`config.mk`:
```
export PLATFORM = sky130hd
export DESIGN_NAME = instruction_fifo
export DESIGN_NICKNAME = d
export VERILOG_FILES = /design/src/rtl/pipeline_pkg.sv /design/src/rtl/fifo_ptr_ctrl.sv /design/src/rtl/instruction_fifo.sv
export SDC_FILE = /design/constraint.sdc
export NUM_CORES = 1
export LEC_CHECK = 0
export BUFFER_PORTS_ARGS = -buffer_cell sky130_fd_sc_hd__clkbuf_2
export CAP_MARGIN = 20
export CELL_PAD_IN_SITES_DETAIL_PLACEMENT = 1
export CELL_PAD_IN_SITES_GLOBAL_PLACEMENT = 1
export CORE_MARGIN = 5
export CORE_UTILIZATION = 30
export DETAILED_ROUTE_END_ITERATION = 8
export GPL_TIMING_DRIVEN = 0
export HOLD_SLACK_MARGIN = 0.08
export PLACE_DENSITY_LB_ADDON = 0.1
export SLEW_MARGIN = 20
export SYNTH_ARGS = -nofsm -noshare
export SYNTH_HDL_FRONTEND = slang
export SYNTH_SLANG_ARGS = --single-unit
```
`constraint.sdc`:
```
create_clock -name clk -period 5.4 [get_ports clk]
set_input_delay 0.54 -clock clk [delete_from_list [all_inputs] [get_ports clk]]
set_output_delay 0.54 -clock clk [all_outputs]
set_load 0.01 [all_outputs]
```
`src/rtl/pipeline_pkg.sv`:
```
// Shared pipeline types: instruction word width and instruction type.
package pipeline_pkg;
    localparam int INSTR_W = 32;
    typedef logic [INSTR_W-1:0] instr_t;
endpackage

```
`src/rtl/fifo_ptr_ctrl.sv`:
```
// Wrap-bit read/write pointers with full/empty decode for a power-of-two FIFO.
// Pointers advance one edge after the increment request; flush zeroes both.
module fifo_ptr_ctrl #(
    parameter int DEPTH = 4
) (
    input  logic                     clk,
    input  logic                     rst,
    input  logic                     flush,
    input  logic                     wr_inc,
    input  logic                     rd_inc,
    output logic [$clog2(DEPTH):0]   wr_ptr,
    output logic [$clog2(DEPTH):0]   rd_ptr,
    output logic                     full,
    output logic                     empty
);
    localparam int AW = $clog2(DEPTH);
    localparam int PW = AW + 1;

    always_ff @(posedge clk or posedge rst) begin
        if (rst) begin
            wr_ptr <= '0;
            rd_ptr <= '0;
        end else if (flush) begin
            wr_ptr <= '0;
            rd_ptr <= '0;
        end else begin
            if (wr_inc) wr_ptr <= wr_ptr + PW'(1);
            if (rd_inc) rd_ptr <= rd_ptr + PW'(1);
        end
    end

    // Same index with opposite wrap bits means the writer lapped the reader.
    assign empty = (wr_ptr == rd_ptr);
    assign full  = (wr_ptr[AW-1:0] == rd_ptr[AW-1:0]) && (wr_ptr[AW] != rd_ptr[AW]);
endmodule

```
`src/rtl/instruction_fifo.sv`:
```
// First-word-fall-through instruction FIFO between fetch and decode, 1-cycle enq-to-deq latency.
// No bypass: enq_ready = ~full from registers only, so a full FIFO refuses even while draining.
module instruction_fifo
    import pipeline_pkg::*;
#(
    parameter int DATA_W       = INSTR_W,
    parameter int DEPTH        = 4,
    parameter int AFULL_THRESH = DEPTH - 1
) (
    input  logic                       clk,
    input  logic                       rst,
    input  logic                       flush,
    input  logic                       enq_valid,
    input  logic [DATA_W-1:0]          enq_data,
    output logic                       enq_ready,
    output logic                       deq_valid,
    output logic [DATA_W-1:0]          deq_data,
    input  logic                       deq_ready,
    output logic [$clog2(DEPTH+1)-1:0] count,
    output logic                       full,
    output logic                       empty,
    output logic                       almost_full
);
    localparam int AW    = $clog2(DEPTH);
    localparam int CNT_W = $clog2(DEPTH + 1);

    if (DEPTH < 2 || (DEPTH & (DEPTH - 1)) != 0) begin : g_bad_depth
        $error("instruction_fifo: DEPTH must be a power of two and at least 2");
    end
    if (AFULL_THRESH < 1 || AFULL_THRESH > DEPTH) begin : g_bad_thresh
        $error("instruction_fifo: AFULL_THRESH must lie in 1..DEPTH");
    end

    logic [DATA_W-1:0] mem [DEPTH];
    logic [AW:0]       wr_ptr;
    logic [AW:0]       rd_ptr;
    logic              enq_fire;
    logic              deq_fire;

    assign enq_ready = ~full;
    assign deq_valid = ~empty;
    assign enq_fire  = enq_valid & enq_ready;
    assign deq_fire  = deq_valid & deq_ready;

    fifo_ptr_ctrl #(.DEPTH(DEPTH)) u_ptr_ctrl (
        .clk    (clk),
        .rst    (rst),
        .flush  (flush),
        .wr_inc (enq_fire),
        .rd_inc (deq_fire),
        .wr_ptr (wr_ptr),
        .rd_ptr (rd_ptr),
        .full   (full),
        .empty  (empty)
    );

    // An enqueue in the flush cycle is dropped, so it must not touch storage either.
    always_ff @(posedge clk or posedge rst) begin
        if (rst) begin
            for (int i = 0; i < DEPTH; i++) mem[i] <= '0;
        end else if (enq_fire && !flush) begin
            mem[wr_ptr[AW-1:0]] <= enq_data;
        end
    end

    assign deq_data = mem[rd_ptr[AW-1:0]];

    always_ff @(posedge clk or posedge rst) begin
        if (rst) begin
            count <= '0;
        end else if (flush) begin
            count <= '0;
        end else begin
            case ({enq_fire, deq_fire})
                2'b10:   count <= count + CNT_W'(1);
                2'b01:   count <= count - CNT_W'(1);
                default: count <= count;
            endcase
        end
    end

    assign almost_full = (count >= CNT_W'(AFULL_THRESH));

    // The separately registered count must always agree with the pointer distance.
    ptr_count_consistent: assert property (
        @(posedge clk) disable iff (rst) CNT_W'(wr_ptr - rd_ptr) == count
    );
endmodule

```
# Word-level counts from Yosys, hierarchy flattened
# Cells that the tools add are included.
# word_totals
reg_bits	137
in_bits	37
output_inout_bits	40
elab_cells	45
# op_classes
addsub	4
n_lt_le_gt_ge	4
n_eq_ne	5
n_mux	12
n_bitwise	6
n_reduce_logical	7
# ops
cell	count
$bwmux 128	1
$mux 32	3
$bmux 32 s2	1
$demux 32 s2	1
$mux 3	5
$add 3x1->3 const B	3
$ge 3x3->1 const B	2
$not 2->3	2
$pmux 3 s2	1
$reduce_bool 2->1	2
$eq 3x3->1	1
$ge 3x2->1 const B	1
$logic_and 1x1->1	3
$lt 3x1->1 const B	1
$reduce_bool 3->1	1
$sub 3x1->3 const B	1
$and 1x1->1	2
$eq 2x1->1 const B	1
$eq 2x2->1	1
$eq 2x2->1 const B	1
$not 1->1	2
$logic_not 1->1	1
$ne 1x1->1	1

# Logic depth before layout (Yosys ltp)
# Gate-level depths: netlist of the first run.
# depth
depth_word	7
ltp_mapped	8

# Hierarchy
# A second synthesis of the first run with hierarchy kept.
# hier_totals
cells_unflattened	364
hier_area_um2	6083.3
# by_module_without_submodules
mod	n_inst	cells_per_inst	area_per_inst_um2	seq_area_each_um2
instruction_fifo	1	336	5763.0	3278.1
fifo_ptr_ctrl	1	28	320.3	150.1

# Least setup slack after synthesis of the first run
# No wires, ideal clock.
# synth_path
path_kind	reg-to-reg
from	register u_ptr_ctrl.rd_ptr[1]
to	register count[2]
setup_ns	0.125
arrival_ns	1.959
required_ns	5.275
setup_slack_ns	3.316
stages_incl_launch_ff	9
path_buffers	1
synth_period_minus_slack_ns	2.084
path_cell_list	dfrtp_1 buf_2 xnor2_2 a21boi_0 nor2_1 fa_1 nor3_1 a31oi_1 mux2_2
# synth_via
elab_chain_cells	7
# synth_lines
element	line	rtl
start, declared	fifo_ptr_ctrl.sv:12	output logic [$clog2(DEPTH):0] rd_ptr,
start signal, assigned	fifo_ptr_ctrl.sv:28	if (rd_inc) rd_ptr <= rd_ptr + PW'(1);
$eq 2x2->1	fifo_ptr_ctrl.sv:34	assign full = (wr_ptr[AW-1:0] == rd_ptr[AW-1:0]) && (wr_ptr[AW] != rd_ptr[AW]);
$logic_and 1x1->1	fifo_ptr_ctrl.sv:34	
$not 1->1	instruction_fifo.sv:40	assign enq_ready = ~full;
$and 1x1->1	instruction_fifo.sv:42	assign enq_fire = enq_valid & enq_ready;
$eq 2x1->1 / $eq 2x2->1 (equally long branches)	instruction_fifo.sv:74	case ({enq_fire, deq_fire})
$pmux 3 s2	instruction_fifo.sv:74	
$mux 3	instruction_fifo.sv:71	end else if (flush) begin
end signal, assigned	instruction_fifo.sv:75	2'b10: count <= count + CNT_W'(1);
end signal, assigned	instruction_fifo.sv:76	2'b01: count <= count - CNT_W'(1);
end signal, assigned	instruction_fifo.sv:77	default: count <= count;
end, declared	instruction_fifo.sv:19	output logic [$clog2(DEPTH+1)-1:0] count,
# Several ways; a longest one is shown, not always the timed one.
# A chain may end at the register's enable or synchronous reset.

# Worst setup path after layout of the first run
# layout_path
from	register u_ptr_ctrl.rd_ptr[1]
to	output deq_data[29]
# layout_via
elab_chain_cells	4
# layout_lines
element	line	rtl
$not 2->3 (implied by the code)	instruction_fifo.sv:66	assign deq_data = mem[rd_ptr[AW-1:0]];
$bmux 32 s2	instruction_fifo.sv:66	
$mux 32 (implied by the code) (2 in series)	instruction_fifo.sv:66	
end, declared	instruction_fifo.sv:17	output logic [DATA_W-1:0] deq_data,
# Every way passes these cells. The select of a mux whose other input is x is not followed.

==> results.yml, run 1 <==
global_route:
  initial_antenna_violation_count: 0
  global_route_wire_length_before_repair_mm: 23.3
  grt_pass1_vias: 4188
  pin_count_of_the_biggest_net_entering_global_routing: 92
  groute.usage.overall: 0.129
  overflow: 0
synth:
  yosys.area_share.adder: 0.0133
  synth-xor-area-share: 0.0151
  synthCells: 376
  post_synth.cell_area_avg_sq_um: 16.5
  largest_family_of_logic_cells_by_synthesized_area: "multiplexers"
  synth_simple_gate_area_share: 0.0250
  synth_compound_area_frac: 0.00967
  ys.warnings.count: 0
  synthesis.nets: 419
  seq_area_frac_synth: 0.552
  syn-cell-area_sq_um: 6210
  synth_cell_type_count: 31
  portion_of_netlist_area_occupied_by_mux_cells: 0.353
  ys_seq_elements: 137
placed_design:
  routabilityCongestion: 0.714
  place.detailed.hpwl_mm: 9.46
  numPlacedInstances: 723
  port_bufs: 76
die:
  io-pin-count: 77
  die-width_um: 154
  core_sq_um: 20300
  placementRows: 52
  initial_utilization: 0.306
  die_h_um: 154
  die-area_sq_um: 23700
cts:
  numClockSinks: 137
  cts-hold-fix-buffers: 0
  clk-insertion-delay-late_ns: 0.41
  clkSlewWorstSetupHoldPaths_ns: 0.06
  post_cts_sizing_count: 0
  htreeDepth: 4
  tritoncts: "done"
  clock_path_buffers: 2
  tritoncts.num_buffers: 17
  number_of_buffers_inserted_to_repair_setup_after_cts: 0
  cts_root_buffer: "clkbuf_16"
critical_path:
  critPathMaxFanout: 10
  nature_of_the_critical_path_endpoint: "output port"
  crit_path_top_delay_cell: "clkbuf_1"
  critical_path.cell_chain: "buf_2 > clkbuf_1 > mux4_2 > clkbuf_2"
  buf_inv_stages_crit_path: 3
  critical_path_arrival_ns: 2.26
  worstSetupStartpointType: "flip-flop"
  crit_type: "reg2out"
  crit_required_ns: 4.86
  critPathMaxStageDelay_ns: 0.67
  critical_path.top_delay_family: "buffers and inverters"
power_and_ir_drop:
  power.static_leakage_uw: 0.00351
  p_total_uw: 3600
  cellPowerDensity_nw_per_um2: 474
  vdd.ir_drop.worst_v: 0.000210
drt:
  via_per_inst: 4.60
  drt-initial-drc-count: 152
  dr.pass1.iters: 4
  route.detailed.wl_per_inst_um: 18.8
  remaining_drc_errors: 0
  drtAntennaViolNets: 0
  vias: 3472
  totalWireLength_mm: 14.2
final_layout:
  layout.nets: 515
  final_common_cell: "dfrtp_1"
  stdcell_count: 755
  antenna-diode-count: 0
  area_delta_synth_final_pct: 22.4
  drive_gt1_frac: 0.365
  utilization: 0.375
  mostFrequentLayoutCells: "137 x dfrtp_1, 120 x mux2_1, 76 x clkbuf_2, 32 x mux4_2, 17 x clkbuf_16"
sta:
  fmax_ghz: 0.357
  max_slew_margin: 0.440
  finalSetupViolCount: 0
  final_period_minus_worst_setup_slack_ns: 2.80
  skew_ns: 0.00626
  rsz0062_at_grt: "no"
  setup_total_negative_slack_ns: 0
  holdWs_ns: 0.111
  period_share: 0.518
  worst-slew-pin-transition_ns: 0.841
  final_hold_violating_endpoints: 0
  final_max_slew_viol_count: 0
status:
  status: "finished clean"
flow_run:
  maxCapViolCount: 0
min_path:
  hold_path.class: "in2async"
-- power breakdown --
group	internal, uW	switching, uW	total, uW
sequential	1330	152	1480
clock	809	437	1250
combinational	487	393	879
total	2620	981	3600
-- path summary, 6_finish.rpt --
path	start	to	slack, ns	cells past startpoint
min in group clk	enq_data[2]	mem[98]$_DFFE_PP0P_	0.38	2
max in group asynchronous	rst	mem[46]$_DFFE_PP0P_	4.51	3
min	rst	mem[92]$_DFFE_PP0P_	0.11	2
max	u_ptr_ctrl.rd_ptr[1]$_DFFE_PP0P_	deq_data[29]	2.60	4
max reg2reg	u_ptr_ctrl.rd_ptr[1]$_DFFE_PP0P_	count[2]$_DFFE_PP0P_	3.06	8
min reg2reg	mem[84]$_DFFE_PP0P_	mem[84]$_DFFE_PP0P_	0.49	1
-- through the flow --
stage	worst slack (ns)	instance area [sq um]
4_1_cts	2.53	7610
6_report	2.60	7610
3_3_place_gp	-0.441	6930
3_5_place_dp	2.99	6970
2_1_floorplan	1.19	6210
5_1_grt	2.52	7610
-- kinds of logic after synthesis --
| logic type | Yosys count |
|---|---|
| compound gates | 8 |
| xor+xnor | 9 |
| buf+inv | 27 |
| simple gates | 26 |
| mux | 163 |
| flops | 137 |
| fa+ha+maj | 6 |
-- layer usage --
layer	vias to the layer above	GRT usage	part of all wire
met3	18	0.0340	0.035
li1	1580	-	-
met4	0	0.0479	0.016
met2	53	0.219	0.50
met1	1821	0.157	0.45
met5	-	0	0
-- state kept, by name, summed over array words and instances (netlist names) --
name	flops
mem	128
u_ptr_ctrl.wr_ptr	3
count	3
u_ptr_ctrl.rd_ptr	3
-- layout make-up --
cell class	count	area, sq um
Inverter	6	30.0
Tap cell	270	338
Sequential cell	137	3430
Clock inverter	11	169
Fill cell	2118	12700
Clock buffer	21	470
Buffer	21	178
Multi-Input combinational cell	212	2580
Timing Repair Buffer	77	408
-- synth_stat cells (all sizes together) --
library cell | count | area (sq um)
and2 | 1 | 6.26
inv | 6 | 22.5
mux4 | 32 | 721
xnor2 | 5 | 58.8
nor2 | 9 | 33.8
ha | 5 | 62.6
nor2b | 1 | 6.26
and3b | 1 | 12.5
a221oi | 1 | 15.0
buf | 17 | 163
nand2 | 7 | 56.3
o21ai | 1 | 5.00
clkbuf | 4 | 15.0
a21boi | 1 | 7.51
a21o | 1 | 7.51
nand3 | 6 | 35.0
a31oi | 1 | 6.26
a21oi | 2 | 10.0
a31o | 1 | 8.76
mux2i | 2 | 20.0
dfrtp | 137 | 3430
xor2 | 4 | 35.0
mux2 | 129 | 1450
nor3 | 1 | 5.00
fa | 1 | 20.0
(Power assumes the default switching activity.)
==> inputs of run 2 (changes only) <==
--- a/config.mk
+++ b/config.mk
@@ -5,6 +5,7 @@
 export SDC_FILE = /design/constraint.sdc
 export NUM_CORES = 1
 export LEC_CHECK = 0
+export ABC_AREA = 1
 export BUFFER_PORTS_ARGS = -buffer_cell sky130_fd_sc_hd__clkbuf_2
 export CAP_MARGIN = 20
 export CELL_PAD_IN_SITES_DETAIL_PLACEMENT = 1
==> constraint.sdc (replaced) <==
create_clock -name clk -period 2.45 [get_ports clk]
set_input_delay 0.245 -clock clk [delete_from_list [all_inputs] [get_ports clk]]
set_output_delay 0.245 -clock clk [all_outputs]
set_load 0.01 [all_outputs]
==> run 2 against run 1 <==
Net effect:
- synthesized cell count up 120%
- total power up 120%
- register-to-register slack worse by 2.8 ns
- critical path depth up 2
==> results.yml, run 2 <==
status:
  status: "finished clean"
global_route:
  global_route_wire_length_before_repair_mm: 37.4
  groute.usage.overall: 0.197
  initial_antenna_violation_count: 0
  overflow: 0
  grt_pass1_vias: 6347
  pin_count_of_the_biggest_net_entering_global_routing: 31
drt:
  dr.pass1.iters: 4
  vias: 5997
  drt-initial-drc-count: 321
  remaining_drc_errors: 0
  totalWireLength_mm: 23.5
  route.detailed.wl_per_inst_um: 19.2
  via_per_inst: 4.90
  drtAntennaViolNets: 0
synth:
  post-synth-top-count-cell: "nand2_1"
  post_synth.cell_area_avg_sq_um: 8.02
  synth_top_cells_by_area: "dfrtp_1 52%, nand2_1 16%, o21ai_0 12%"
  async_flop_share: 1.00
  seq_area_frac_synth: 0.522
  ys.warnings.count: 0
  ys_seq_elements: 137
  netlist.area_leader.share: 0.522
  synth-edff-count: 0
  post-synth-top-area-cell: "dfrtp_1"
  syn-cell-area_sq_um: 6560
  yosys_most_used_dff: "dfrtp_1"
  synthesis.nets: 861
  synth_top_cells_by_count: "275 x nand2_1, 159 x o21ai_0, 137 x dfrtp_1"
  synth_cell_type_count: 28
  synthCells: 818
power_and_ir_drop:
  vdd.ir_drop.worst_v: 0.000418
  p_total_uw: 7760
  cellPowerDensity_nw_per_um2: 950
  power.static_leakage_uw: 0.00409
sta:
  period_share: 0.939
  max_slew_margin: 0.553
  skew_ns: 0.0111
  final_hold_violating_endpoints: 0
  fmax_ghz: 0.435
  final_period_minus_worst_setup_slack_ns: 2.30
  rsz0062_at_grt: "no"
  final_max_slew_viol_count: 0
  holdWs_ns: 0.0941
  worst-slew-pin-transition_ns: 0.671
  finalSetupViolCount: 0
final_layout:
  drive_gt1_frac: 0.174
  area_delta_synth_final_pct: 24.5
  final_common_cell: "nand2_1"
  antenna-diode-count: 0
  largest_register_ffs: 128
  regMostFlops: "mem"
  layout.nets: 974
  mostFrequentLayoutCells: "272 x nand2_1, 159 x o21ai_0, 136 x dfrtp_1, 85 x clkbuf_2, 66 x nor2_1"
die:
  core_sq_um: 21700
  die_h_um: 158
  die-area_sq_um: 24900
  io-pin-count: 77
  die-width_um: 158
  placementRows: 54
  initial_utilization: 0.303
placed_design:
  place.detailed.hpwl_mm: 16.1
  routabilityCongestion: 0.752
  port_bufs: 76
min_path:
  hold_path.class: "in2reg"
cts:
  clkSlewWorstSetupHoldPaths_ns: 0.07
  number_of_buffers_inserted_to_repair_setup_after_cts: 0
  cts_root_buffer: "clkbuf_16"
  tritoncts.num_buffers: 17
  tritoncts: "done"
  htreeDepth: 4
  clock_path_buffers: 2
  numClockSinks: 137
  clk-insertion-delay-late_ns: 0.43
critical_path:
  crit_required_ns: 2.20
  worstSetupStartpointType: "flip-flop"
  critPathMaxFanout: 10
  crit_type: "reg2out"
  critical_path_arrival_ns: 2.06
  nature_of_the_critical_path_endpoint: "output port"
flow_run:
  maxCapViolCount: 0
## run 2: what timing repair did
item / in CTS / in global routing
pin swaps: 0 / 0
hold buffers: 13 / 0
endpoints found under the hold margin: 53 / 0
endpoints found under the setup margin: 33 / 11
resized for setup: 19 / 13
## run 2: logic make-up after synthesis
| logic type | Yosys count | synth area share |
|---|---|---|
| adder cells (fa/ha/maj) | 6 | 0.0126 |
| buffers and inverters | 78 | 0.0568 |
| AND/OR/NAND/NOR | 361 | 0.221 |
| XOR/XNOR | 1 | 0.00133 |
| flip-flops | 137 | 0.522 |
| AO/OA/AOI/OAI | 235 | 0.186 |
## run 2: per-layer routing
metal | vias to the layer above | GRT usage | wire, um
li1 | 2935 | - | -
met1 | 2961 | 0.265 | 10900
met2 | 92 | 0.337 | 11600
met3 | 9 | 0.0361 | 785
met4 | 0 | 0.0315 | 163
met5 | - | 0 | 0
## run 2: area by class of cell
| cell class | count | area [sq um] |
|---|---|---|
| Fill cell | 2636 | 13500 |
| Sequential cell | 137 | 3430 |
| Multi-Input combinational cell | 603 | 2790 |
| Timing Repair Buffer | 94 | 618 |
| Clock buffer | 18 | 439 |
| Tap cell | 280 | 350 |
| Buffer | 58 | 323 |
| Clock inverter | 14 | 136 |
| Inverter | 20 | 88.8 |
## run 2: worst paths after layout
path / from / endpoint / slack (ns) / cells after the start
worst max-delay path: u_ptr_ctrl.rd_ptr[0]$_DFFE_PP0P_ / deq_data[10] / 0.15 / 6
worst min-delay path: enq_data[5] / mem[37]$_DFFE_PP0P_ / 0.09 / 3
worst max register to register: u_ptr_ctrl.rd_ptr[1]$_DFFE_PP0P_ / count[2]$_DFFE_PP0P_ / 0.22 / 15
worst min register to register: mem[72]$_DFFE_PP0P_ / mem[72]$_DFFE_PP0P_ / 0.47 / 2
max in group asynchronous: rst / mem[27]$_DFFE_PP0P_ / 1.23 / 5
min in group asynchronous: rst / mem[48]$_DFFE_PP0P_ / 0.45 / 3
## run 2: critical path, cell delays in order (launching register included)
cell	delay (ns)
dfrtp_1	0.43
inv_1	0.12
clkbuf_4	0.26
clkbuf_2	0.27
o21ai_0	0.11
o22ai_1	0.25
clkbuf_2	0.19
## run 2: per-stage QoR
stage / cells / setup TNS, ns / util / area (sq um) / worst slack (ns)
floorplan: 818 / 0 / - / 6570 / 0.259
global placement: 1174 / -95.91 / 0.336 / 7300 / -0.708
detailed placement: 1179 / -0.342 / 0.341 / 7400 / -0.128
CTS: 1224 / 0 / 0.375 / 8140 / 0.0159
global route: 1224 / 0 / 0.377 / 8170 / 0.00214
finish: 1224 / 0 / 0.377 / 8170 / 0.150
## run 2: power by group
| part | switching (uW) | internal [uW] | leakage, uW |
|---|---|---|---|
| registers | 307 | 2890 | 0.00176 |
| clock network | 1110 | 1450 | 0.000268 |
| logic | 1290 | 716 | 0.00206 |
| total | 2710 | 5050 | 0.00409 |
